`src/rtl/input_capture_module.sv`:
```
// Input capture: measures the period of a square wave between synchronized
// rising edges and converts it to Hz with a 32-step restoring divider.
module input_capture_module #(
  parameter int unsigned CLK_FREQ       = 50_000_000,
  parameter int unsigned TIMEOUT_CYCLES = 100_000_000
) (
  input  logic        clk,
  input  logic        rst,
  input  logic        signal_in,
  output logic [31:0] frequency,
  output logic        measurement_done
);

  typedef enum logic [1:0] {
    ARM    = 2'd0,
    COUNT  = 2'd1,
    DIVIDE = 2'd2
  } state_t;

  localparam logic [31:0] DIVIDEND  = 32'(CLK_FREQ);
  localparam logic [31:0] TIMEOUT   = 32'(TIMEOUT_CYCLES);
  localparam logic [5:0]  LAST_ITER = 6'd32;

  logic        sync1_r;
  logic        sync2_r;
  logic        prev_r;
  state_t      state_r;
  state_t      state_s;
  logic [31:0] cnt_r;
  logic [31:0] cnt_s;
  logic [31:0] cnt_inc_s;
  logic [31:0] divisor_r;
  logic [31:0] divisor_s;
  logic [31:0] rem_r;
  logic [31:0] rem_s;
  logic [31:0] quo_r;
  logic [31:0] quo_s;
  logic [31:0] freq_s;
  logic [5:0]  iter_r;
  logic [5:0]  iter_s;
  logic        done_s;
  logic        rise_s;
  logic        timeout_s;
  logic        sub_ok_s;
  logic [32:0] rem_shift_s;
  logic [31:0] diff_s;

  // Two-flop synchronizer plus the previous-value flop for edge detection
  always_ff @(posedge clk) begin
    if (rst) begin
      sync1_r <= 1'b0;
      sync2_r <= 1'b0;
      prev_r  <= 1'b0;
    end else begin
      sync1_r <= signal_in;
      sync2_r <= sync1_r;
      prev_r  <= sync2_r;
    end
  end

  // The counter holds cycles elapsed since the last edge, so it equals P on the next edge.
  // Timeout is held off right after a result so done can never pulse twice in a row.
  always_comb begin
    rise_s      = sync2_r & ~prev_r;
    cnt_inc_s   = (cnt_r == 32'hFFFF_FFFF) ? cnt_r : (cnt_r + 32'd1);
    timeout_s   = (cnt_r >= TIMEOUT) & ~measurement_done;
    rem_shift_s = {rem_r, quo_r[31]};
    sub_ok_s    = (rem_shift_s >= {1'b0, divisor_r});
    diff_s      = rem_shift_s[31:0] - divisor_r;
  end

  // Next-state and datapath control
  always_comb begin
    state_s   = state_r;
    cnt_s     = cnt_r;
    divisor_s = divisor_r;
    rem_s     = rem_r;
    quo_s     = quo_r;
    iter_s    = iter_r;
    freq_s    = frequency;
    done_s    = 1'b0;
    case (state_r)
      ARM: begin
        if (rise_s) begin
          cnt_s   = 32'd1;
          state_s = COUNT;
        end else begin
          cnt_s   = cnt_r;
          state_s = ARM;
        end
      end
      COUNT: begin
        if (timeout_s) begin
          freq_s  = 32'd0;
          done_s  = 1'b1;
          cnt_s   = 32'd0;
          state_s = ARM;
        end else if (rise_s) begin
          divisor_s = cnt_r;
          rem_s     = 32'd0;
          quo_s     = DIVIDEND;
          iter_s    = 6'd0;
          cnt_s     = 32'd1;
          state_s   = DIVIDE;
        end else begin
          cnt_s = cnt_inc_s;
        end
      end
      DIVIDE: begin
        if (rise_s) begin
          cnt_s = 32'd1;
        end else begin
          cnt_s = cnt_inc_s;
        end
        if (iter_r == LAST_ITER) begin
          freq_s  = quo_r;
          done_s  = 1'b1;
          state_s = COUNT;
        end else begin
          rem_s  = sub_ok_s ? diff_s : rem_shift_s[31:0];
          quo_s  = {quo_r[30:0], sub_ok_s};
          iter_s = iter_r + 6'd1;
        end
      end
      default: begin
        state_s = ARM;
        cnt_s   = 32'd0;
      end
    endcase
  end

  // State, datapath and registered outputs
  always_ff @(posedge clk) begin
    if (rst) begin
      state_r          <= ARM;
      cnt_r            <= 32'd0;
      divisor_r        <= 32'd0;
      rem_r            <= 32'd0;
      quo_r            <= 32'd0;
      iter_r           <= 6'd0;
      frequency        <= 32'd0;
      measurement_done <= 1'b0;
    end else begin
      state_r          <= state_s;
      cnt_r            <= cnt_s;
      divisor_r        <= divisor_s;
      rem_r            <= rem_s;
      quo_r            <= quo_s;
      iter_r           <= iter_s;
      frequency        <= freq_s;
      measurement_done <= done_s;
    end
  end

endmodule

```
`config.mk`:
```
export PLATFORM = sky130hd
export DESIGN_NAME = input_capture_module
export DESIGN_NICKNAME = d
export VERILOG_FILES = /design/src/rtl/input_capture_module.sv
export SDC_FILE = /design/constraint.sdc
export NUM_CORES = 1
export LEC_CHECK = 0
export ABC_AREA = 1
export CAP_MARGIN = 20
export CORE_ASPECT_RATIO = 1.2
export CORE_MARGIN = 5
export CORE_UTILIZATION = 30
export DETAILED_ROUTE_END_ITERATION = 6
export GPL_TIMING_DRIVEN = 1
export HOLD_SLACK_MARGIN = 0.06
export PLACE_DENSITY = 0.48
export SLEW_MARGIN = 20
export SYNTH_ARGS = -nofsm -noshare
export SYNTH_HDL_FRONTEND = slang
export SYNTH_SLANG_ARGS = --single-unit
```
`constraint.sdc`:
```
create_clock -name clk -period 2.91 [get_ports clk]
set_input_delay 0.7275 -clock clk [delete_from_list [all_inputs] [get_ports clk]]
set_output_delay 0.7275 -clock clk [all_outputs]
set_load 0.01 [all_outputs]
```
==> results of run 1 <==
[worst min-delay path, cell delays in order (launching register included)]
cell     delay (ns)
dfxtp_1        0.30
inv_1          0.04
nor2_1         0.03
[stage by stage]
stage	worst slack (ns)	hold slack [ns]	total power, mW
floorplan	0.912	0.388	3.10
global placement	0.367	0.391	3.40
detailed placement	0.293	0.399	3.40
CTS	0.273	0.410	5.89
global route	0.0484	0.426	6.08
finish	0.338	0.406	5.80
[area by class of cell]
| type | count | area, um2 |
|---|---|---|
| Fill cell | 3881 | 22800 |
| Multi-Input combinational cell | 1177 | 5830 |
| Sequential cell | 172 | 3440 |
| Inverter | 223 | 838 |
| Timing Repair Buffer | 64 | 603 |
| Tap cell | 462 | 578 |
| Clock buffer | 17 | 425 |
| Clock inverter | 15 | 216 |
[how the worst min path moves through the flow]
stage	start	endpoint	slack [ns]	cells after the start
after floorplan	sync1_r$_SDFF_PP0_	sync2_r$_SDFF_PP0_	0.39	2
after global placement	sync1_r$_SDFF_PP0_	sync2_r$_SDFF_PP0_	0.39	2
after detailed placement	sync1_r$_SDFF_PP0_	sync2_r$_SDFF_PP0_	0.40	2
after CTS	sync1_r$_SDFF_PP0_	sync2_r$_SDFF_PP0_	0.41	2
after global routing	sync1_r$_SDFF_PP0_	sync2_r$_SDFF_PP0_	0.43	2
final	sync1_r$_SDFF_PP0_	sync2_r$_SDFF_PP0_	0.41	2
[cell families (layout without fill, tap and decap cells)]
group                      Yosys count  count (layout)
and+or+nand+nor                    845             845
adders and majority gates           41              41
DFF                                172             172
xor gates and xnor gates            24              24
buffers and inverters              290             319
AOI/OAI and AO/OA                  267             267
[per-layer routing]
layer  GRT usage, %  wire length, um  vias to the layer above
met4           4.99              573                        0
met1           20.6            14600                     4539
li1               -                -                     5244
met2           28.7            15500                      134
met3           2.87              875                       35
met5              0                0                        -
[cells in the mapped netlist, types with 2 or more instances]
cell,number
nor2_1,113
ha_1,40
o21bai_1,4
nor2_4,3
o21ai_0,62
inv_2,2
nor3_1,16
nand4_1,10
nand3_1,124
nand3_2,6
clkbuf_1,30
and2_1,8
buf_1,2
buf_6,5
nand2_2,9
nor4_1,6
xor2_1,5
dfxtp_1,172
a21oi_1,176
buf_2,23
o21a_1,13
nand2_1,502
nor2_2,5
inv_1,220
nand3b_1,32
a211oi_1,8
buf_4,7
or2_2,6
xnor2_1,19
[cell usage in the layout, fill, tap and decap left out, types with 7 or more instances in the layout]
cell,count
ha_1,40
nand2_1,502
a211oi_1,8
inv_1,219
o21a_1,13
a21oi_1,176
dfxtp_1,172
nand4_1,10
clkinv_8,7
nor3_1,16
nand3_1,124
nand3b_1,32
clkbuf_16,17
xnor2_1,19
clkdlybuf4s50_1,34
buf_4,27
and2_1,8
o21ai_0,62
nand2_2,9
nor2_1,112
[registers in the layout, indices dropped and copies added, names as in the netlist, 2 cells and up]
name       cells
cnt_r         32
divisor_r     32
frequency     32
iter_r         6
quo_r         32
rem_r         32
state_r        2
[power by group]
group	switching (mW)	leakage [nW]	internal [mW]	total, mW
Clock	1.20	0.305	1.26	2.46
Combinational	0.617	3.41	0.296	0.914
Sequential	0.0268	1.39	2.40	2.43
==> results by group, run 1 <==
CTS
  • Clock tree from TritonCTS: done
  • Number of buffers added by the clock tree synthesis step: 17
  • CTS hold repair buffers: 0
  • Clock-pin slew on the worst setup and hold paths: 0.08 ns
  • Root buffer cell: clkbuf_16
  • # Post-CTS Setup Buffers: 0
  • Sink Count: 172
  • Number of gates given a new drive strength after cts: 0
  • Clock latency on the worst-skew pair: 0.45 ns
  • Number of levels the H-tree was split into: 4
  • Maximum count of clock buffers along a single path: 2

Detailed routing
  • Number of nets with antenna violations after detailed routing: 0
  • Number of design-rule violations left by the first detailed-router iteration: 601
  • Drt drc: 0
  • Drt first pass iters: 4
  • Average detailed-routed wire length per instance: 14.8 um
  • Total via count after detailed routing: 9,952
  • Final WL: 31,500 um
  • Vias per cell: 4.67

Global route
  • Antenna violations before repair: 0
  • Pin count of the biggest net entering global routing: 91
  • Wire length of the first global-routing pass: 52,000 um
  • Total routing usage reported by global routing: 16.4%
  • Leftover overflow at the end of global routing: 0
  • Vias in the first global route: 9,827

STA
  • Post-route setup TNS: 0 ns
  • Clock period minus worst slack: 2.57 ns
  • Final Hold Vio Count: 0
  • Slew @ Worst Pin: 0.557 ns
  • Final count of pins violating max slew: 0
  • Maximum clock skew at final layout: 0.0121 ns
  • Max Freq: 389 MHz
  • Slew HR: 62.8%
  • Final worst path period share: 88.4%
  • Setup Viol. Count Final: 0
  • RSZ-0062 raised after global routing: false

Critical path
  • Element type at the critical path end: flop
  • Required time worst endpoint: 3.23 ns
  • Arr. time, crit path: 2.89 ns
  • Launching point of the worst reg2reg path: state_r[0]$_SDFFE_PP0P_
  • Worst reg2reg endpoint: frequency[4]$_SDFFE_PP0P_
  • Sequence of cells on the critical path: inv_1, ha_1, buf_4, inv_1, nor2_1, nor2_1, nand2_2, clkinv_2, o21ai_0, a21oi_1
  • Largest stage delay on the critical path: 0.42 ns
  • Kind of start point of the critical path: flop
  • Critical Path Start: state_r[0]$_SDFFE_PP0P_
  • Setup CP Type: flop to flop
  • Length in cells of the worst reg-to-reg path: 10
  • Slowest stage cell on the critical path: clkinv_2
  • Buffers plus inverters on the worst setup path: 4
  • End point of the critical path: frequency[4]$_SDFFE_PP0P_
  • Family with the most delay on the worst path: buffers and inverters
  • Maximum fanout count along the critical path: 45
  • R2R setup slack: 0.34 ns
  • Total stage count of the critical path: 10

Die
  • Initial Util: 30.1%
  • Die outline width: 180 um
  • Ports: 36
  • Core ar.: 0.0347 mm2
  • Die height: 214 um
  • Core Rows: 75
  • Die area: 0.0387 mm2

Final layout
  • Layout-stage area growth over the synthesis result: 14.2%
  • Utilization after layout: 34.4%
  • Layout cell share with drive strength beyond 1: 6.12%
  • Number of antenna diodes: 0
  • Number of nets in the finished design: 1,699
  • Final standard cell area without fillers: 0.0119 mm2
  • Count of placed standard cells in the final layout, fillers left out: 2,130

Logic synthesis
  • Post-synthesis mux area share: 0%
  • Seq cells post-synth: 172
  • Ys async rst share: 0%
  • Synthesized cell area: 0.0105 mm2
  • Dominant combinational cell family by area after synthesis: simple AND/OR/NAND/NOR gates
  • Count of different cell masters after synthesis: 40
  • Post-synth top area share: 33.0%
  • Syn Nets: 1,683
  • Biggest area contributors in the synthesized netlist: dfxtp_1 33%, nand2_1 18%, a21oi_1 8.4%, inv_1 7.9%, nand3_1 5.9%
  • Proportion of synthesized chip area in sequential cells: 33.0%
  • Adder-cell share of the synthesized area: 4.98%
  • Xor/xnor share of the synthesized area: 2.01%
  • Avg Inst Size Synth: 6.38 um2
  • Cell type contributing the most total cell area after synthesis: dfxtp_1
  • Number of instances in the synthesized netlist: 1,639
  • Post-synth EDFFs: 0
  • Share of synthesized cell area in and, or, nand and nor gates: 35.2%
  • Number of warnings reported in the yosys synthesis log: 0
  • Primary FF master, synth: dfxtp_1
  • Post-synthesis compound-gate area fraction: 13.6%

Placement
  • Final GP Congestion: 0.861
  • IO Port Bufs: 35
  • Standard cell area after detailed placement: 0.0113 mm2
  • Placed instance count: 2,098
  • HPWL after DPL: 23,400 um

Pwr
  • Worst IR drop on VDD: 0.303 mV
  • Cell area power density: 486 mW/mm2
  • Leakage power summed over all cells: 5.10 nW

Run
  • Reported max-cap violation count: 0

Worst hold path
  • Worst Hold Class: flop to flop

Status
  • Run status: complete, no violations
Note: power is estimated with default switching activity, not from simulation.
==> inputs of run 2 (changes only) <==
--- a/config.mk
+++ b/config.mk
@@ -9,12 +9,13 @@
 export CAP_MARGIN = 20
 export CORE_ASPECT_RATIO = 1.2
 export CORE_MARGIN = 5
-export CORE_UTILIZATION = 30
+export CORE_UTILIZATION = 54
 export DETAILED_ROUTE_END_ITERATION = 6
 export GPL_TIMING_DRIVEN = 1
 export HOLD_SLACK_MARGIN = 0.06
-export PLACE_DENSITY = 0.48
-export SLEW_MARGIN = 20
+export PLACE_DENSITY = 0.75
+export SKIP_LAST_GASP = 1
+export SLEW_MARGIN = 0
 export SYNTH_ARGS = -nofsm -noshare
 export SYNTH_HDL_FRONTEND = slang
 export SYNTH_SLANG_ARGS = --single-unit
==> run 2 against run 1 <==
Against the previous run:
- critical path depth increased by 5
- routed wire length decreased by 9.6%
- critical endpoint is now rem_r[2]$_SDFFE_PP0P_
- clock skew increased by 0.0057 ns
- largest power group unchanged
- worst setup slack improved by 0.028 ns
- largest cell class unchanged
- highest routed layer unchanged
- register-to-register slack improved by 0.03 ns
- critical path type unchanged
==> results by group, run 2 (synthesis gave the netlist of run 1 again) <==
Status
  • Run status: complete, no violations

Critical path
  • Buffers plus inverters on the worst setup path: 4
  • Largest stage delay on the critical path: 0.35 ns
  • Setup CP Type: flop to flop
  • Kind of start point of the critical path: flop
  • Most prevalent standard cell on the critical path: nand2_1
  • Slowest stage cell on the critical path: ha_1
  • Element type at the critical path end: flop
  • Arr. time, crit path: 2.83 ns
  • Maximum fanout count along the critical path: 23
  • Family with the most delay on the worst path: simple AND/OR/NAND/NOR gates
  • Required time worst endpoint: 3.20 ns
  • Sequence of cells on the critical path: inv_1, ha_1, nand2_1, inv_1, nand2_1, nand2_1, inv_1, nand3_1, nand2_1, nand2_1, nand2_2, buf_4, nand3b_1, nand3_1, a21oi_1

Die
  • Core ar.: 0.0189 mm2
  • Die outline width: 137 um
  • Core Rows: 55
  • Die area: 0.0222 mm2
  • Ports: 36
  • Initial Util: 55.2%
  • Die height: 162 um

Pwr
  • Net load switching power: 1.88 mW
  • Net switching fraction of the power: 32.4%
  • Leakage power summed over all cells: 5.07 nW
  • Internal Dissipation: 3.91 mW
  • Cell area power density: 499 mW/mm2
  • Relative contribution of the clock network to total power: 43.1%
  • Combinational share of power: 15.0%
  • Post-layout total power: 5.79 mW
  • Part of the power in registers: 41.9%
  • Worst IR drop on VDD: 0.470 mV

Placement
  • Standard cell area after detailed placement: 0.0110 mm2
  • Final GP Congestion: 1.04
  • Placed instance count: 1,883
  • HPWL after DPL: 20,700 um
  • IO Port Bufs: 35

STA
  • Final count of pins violating max slew: 0
  • RSZ-0062 raised after global routing: false
  • Clock period minus worst slack: 2.54 ns
  • Slew @ Worst Pin: 0.919 ns
  • Setup Viol. Count Final: 0
  • Final Hold Vio Count: 0
  • Post-route setup TNS: 0 ns
  • Slew HR: 38.8%
  • Maximum clock skew at final layout: 0.0179 ns
  • Max Freq: 393 MHz
  • Final worst path period share: 87.4%

CTS
  • Maximum count of clock buffers along a single path: 2
  • CTS hold repair buffers: 0
  • Clock-pin slew on the worst setup and hold paths: 0.08 ns
  • Number of gates given a new drive strength after cts: 0
  • # Post-CTS Setup Buffers: 0
  • Number of levels the H-tree was split into: 4
  • Root buffer cell: clkbuf_16
  • Number of buffers added by the clock tree synthesis step: 17
  • Sink Count: 172
  • Clock tree from TritonCTS: done
  • Clock latency on the worst-skew pair: 0.45 ns

Worst hold path
  • Worst Hold Class: flop to flop

Final layout
  • Most frequent standard cell in the layout excluding fill and tap cells: nand2_1
  • Layout-stage area growth over the synthesis result: 11.2%
  • Count of placed standard cells in the final layout, fillers left out: 1,915
  • Most used cells in the layout excluding fill and tap cells: 502 x nand2_1, 219 x inv_1, 176 x a21oi_1
  • Number of antenna diodes: 0
  • Final standard cell area without fillers: 0.0116 mm2
  • Layout cell share with drive strength beyond 1: 5.61%
  • Number of nets in the finished design: 1,690

Detailed routing
  • Vias per cell: 5.31
  • Total via count after detailed routing: 10,200
  • Final WL: 28,500 um
  • Average detailed-routed wire length per instance: 14.9 um
  • Drt drc: 0
  • Drt first pass iters: 7
  • Number of nets with antenna violations after detailed routing: 0
  • Number of design-rule violations left by the first detailed-router iteration: 858

Run
  • Reported max-cap violation count: 0

Global route
  • Antenna violations before repair: 0
  • Pin count of the biggest net entering global routing: 79
  • Total routing usage reported by global routing: 26.1%
  • Leftover overflow at the end of global routing: 0
  • Vias in the first global route: 9,555
  • Wire length of the first global-routing pass: 46,800 um
## run 2: cell count changes in the layout (fill, tap and decap cells not counted)
cell        before  now
clkinv_8         7    5
buf_12           3    2
buf_4           27   19
bufinv_16        1    0
inv_6            3    1
inv_12           1    4
inv_16           0    3
clkinvlp_4       1    0
## run 2: metal layers
layer	up-vias	GRT usage, %	wire (um)	share of wire [%]
li1	5229	-	-	-
met1	4596	33.2	12500	44
met2	272	43.5	13700	48
met3	69	3.52	1140	4.0
met4	0	12.4	1170	4.1
met5	-	0	0	0
## run 2: path summary, 6_finish.rpt
kind / slack, ns / endpoint / startpoint / cells after the start
worst max-delay path: 0.37 / rem_r[2]$_SDFFE_PP0P_ / divisor_r[8]$_SDFFE_PP0P_ / 15
worst min register to register: 0.41 / sync2_r$_SDFF_PP0_ / sync1_r$_SDFF_PP0_ / 2
worst max register to register: 0.37 / rem_r[2]$_SDFFE_PP0P_ / divisor_r[8]$_SDFFE_PP0P_ / 15
worst min-delay path: 0.41 / sync2_r$_SDFF_PP0_ / sync1_r$_SDFF_PP0_ / 2
## run 2: through the flow
| step | util (%) | setup slack, ns | hold WS, ns |
|---|---|---|---|
| after floorplan | - | 0.912 | 0.388 |
| after global placement | 57.9 | 0.442 | 0.396 |
| after detailed placement | 57.9 | 0.417 | 0.404 |
| after CTS | 61.4 | 0.385 | 0.418 |
| after global routing | 61.4 | 0.179 | 0.439 |
| final | 61.4 | 0.366 | 0.414 |
## run 2: power groups by stage
stage	sequential [mW]	clock [mW]	combinational (mW)
2_1_floorplan	2.49	0	0.611
3_3_place_gp	2.48	0	0.854
3_5_place_dp	2.48	0	0.862
4_1_cts	2.43	2.53	0.867
5_1_grt	2.43	2.64	0.966
6_report	2.43	2.50	0.868
## run 2: worst reg2reg max path, stage by stage, from the launching register on
cell	delay, ns
dfxtp_1	0.31
inv_1	0.06
ha_1	0.35
nand2_1	0.14
inv_1	0.06
nand2_1	0.06
nand2_1	0.07
inv_1	0.06
nand3_1	0.17
nand2_1	0.14
nand2_1	0.09
nand2_2	0.22
buf_4	0.36
nand3b_1	0.13
nand3_1	0.10
a21oi_1	0.07
## run 2: layout make-up
type,instances,area (um2)
Fill cell,1788,7300
Multi-Input combinational cell,1177,5830
Sequential cell,172,3440
Inverter,223,838
Timing Repair Buffer,55,523
Clock buffer,17,425
Tap cell,256,320
Clock inverter,15,238
==> inputs of run 3 (changes only) <==
--- a/config.mk
+++ b/config.mk
@@ -8,7 +8,6 @@
 export ABC_AREA = 1
 export CAP_MARGIN = 20
 export CORE_ASPECT_RATIO = 1.2
-export CORE_MARGIN = 5
 export CORE_UTILIZATION = 54
 export DETAILED_ROUTE_END_ITERATION = 6
 export GPL_TIMING_DRIVEN = 1
==> run 3 against run 2 <==
Against the previous run:
- register-to-register slack worse by 0.02 ns
- clock-buffer cell count stayed put
- clock power is 4% lower
- via count rose by 0.41%
- combinational power barely moved
- clock skew decreased by 0.0047 ns
- critical path depth decreased by 1
- power shrank 1.8%
- non-clock buffer count decreased by 6
- die area decreased by 10%
- cell count decreased by 0.31%
- largest cell class unchanged
- largest power group is now registers
==> results by group, run 3 (synthesis gave the netlist of run 1 again) <==
Detailed routing
  • Average detailed-routed wire length per instance: 15.2 um
  • Number of design-rule violations left by the first detailed-router iteration: 752
  • Total via count after detailed routing: 10,200
  • Drt drc: 0
  • Drt first pass iters: 5
  • Vias per cell: 5.35
  • Final WL: 28,900 um
  • Number of nets with antenna violations after detailed routing: 0

Critical path
  • Setup CP Type: flop to flop
  • Required time worst endpoint: 3.21 ns
  • Maximum fanout count along the critical path: 27
  • Kind of start point of the critical path: flop
  • Element type at the critical path end: flop
  • Arr. time, crit path: 2.87 ns

Status
  • Run status: complete, no violations

Pwr
  • Worst IR drop on VDD: 0.415 mV
  • Cell area power density: 493 mW/mm2
  • Leakage power summed over all cells: 5.02 nW

Final layout
  • Layout-stage area growth over the synthesis result: 10.4%
  • Utilization after layout: 61.0%
  • Number of antenna diodes: 0
  • Number of nets in the finished design: 1,684
  • Count of placed standard cells in the final layout, fillers left out: 1,909
  • Layout cell share with drive strength beyond 1: 5.26%
  • Most frequent standard cell in the layout excluding fill and tap cells: nand2_1
  • Most used cells in the layout excluding fill and tap cells: 502 x nand2_1, 219 x inv_1, 176 x a21oi_1

CTS
  • Number of levels the H-tree was split into: 4
  • CTS hold repair buffers: 0
  • Clock latency on the worst-skew pair: 0.44 ns
  • Sink Count: 172
  • Clock tree from TritonCTS: done
  • # Post-CTS Setup Buffers: 0
  • Number of buffers added by the clock tree synthesis step: 17
  • Clock-pin slew on the worst setup and hold paths: 0.08 ns
  • Maximum count of clock buffers along a single path: 2
  • Root buffer cell: clkbuf_16
  • Number of gates given a new drive strength after cts: 0

STA
  • Slew @ Worst Pin: 0.560 ns
  • Maximum clock skew at final layout: 0.0131 ns
  • Post-route setup TNS: 0 ns
  • Clock period minus worst slack: 2.56 ns
  • RSZ-0062 raised after global routing: false
  • Worst hold slack after final layout: 0.409 ns
  • Setup Viol. Count Final: 0
  • Slew HR: 62.6%
  • Max Freq: 390 MHz
  • Final Hold Vio Count: 0
  • Final worst path period share: 88.1%
  • Final count of pins violating max slew: 0

Die
  • Die outline width: 129 um
  • Die height: 154 um
  • Ports: 36
  • Initial Util: 55.2%
  • Core ar.: 0.0189 mm2
  • Core Rows: 55
  • Die area: 0.0199 mm2

Global route
  • Total routing usage reported by global routing: 30.5%
  • Vias in the first global route: 9,748
  • Wire length of the first global-routing pass: 48,000 um
  • Pin count of the biggest net entering global routing: 58
  • Antenna violations before repair: 0
  • Leftover overflow at the end of global routing: 0

Placement
  • HPWL after DPL: 20,800 um
  • Final GP Congestion: 0.980
  • IO Port Bufs: 35
  • Placed instance count: 1,877

Run
  • Reported max-cap violation count: 0

Worst hold path
  • Worst Hold Class: flop to flop
[run 3: changes by cell type in the layout (fill, tap and decap cells not counted), sizes merged]
cell / previous run / this run
buf: 21 / 15
inv: 232 / 231
clkinvlp: 0 / 1
[run 3: cell type report]
class                      count  area, um2
timing repair buffer          49        478
fill                        1882       7390
multi-input combinational   1177       5830
sequential                   172       3440
clock inverter                15        200
tap                          256        320
clock buffer                  17        425
inverter                     223        838
[run 3: worst paths after layout]
kind / start / endpoint / slack [ns] / cells past startpoint
max: divisor_r[25]$_SDFFE_PP0P_ / rem_r[26]$_SDFFE_PP0P_ / 0.35 / 14
min: sync1_r$_SDFF_PP0_ / sync2_r$_SDFF_PP0_ / 0.41 / 2
max reg2reg: divisor_r[25]$_SDFFE_PP0P_ / rem_r[26]$_SDFFE_PP0P_ / 0.35 / 14
min reg2reg: sync1_r$_SDFF_PP0_ / sync2_r$_SDFF_PP0_ / 0.41 / 2
[run 3: report_power, final]
part	leakage [nW]	internal [mW]	switching, mW
registers	1.39	2.40	0.0294
clock network	0.299	1.19	1.19
logic	3.33	0.276	0.595
[run 3: worst max-delay path: stages (launching register included)]
cell,delay [ns]
dfxtp_1,0.38
inv_1,0.09
ha_1,0.39
nand2_1,0.12
nor2_1,0.34
nand3_1,0.13
nor2_1,0.12
nand2_1,0.06
nand2_1,0.08
nor2_2,0.05
nand2_2,0.18
buf_12,0.22
nand3_1,0.12
nand3_1,0.09
a21oi_1,0.06
[run 3: per-stage QoR]
stage	cell area, um2	total power, mW	setup WS, ns
CTS	11500	5.70	0.367
global placement	10900	3.33	0.405
finish	11500	5.69	0.347
floorplan	10500	3.10	0.912
global route	11500	5.91	0.0190
detailed placement	10900	3.34	0.356
[run 3: routing by layer]
| layer | track usage, % | up-vias | share of wire (%) |
|---|---|---|---|
| li1 | - | 5225 | - |
| met1 | 36.1 | 4598 | 43 |
| met2 | 53.0 | 298 | 48 |
| met3 | 3.98 | 87 | 4.5 |
| met4 | 16.7 | 0 | 4.6 |
| met5 | 0 | - | 0 |
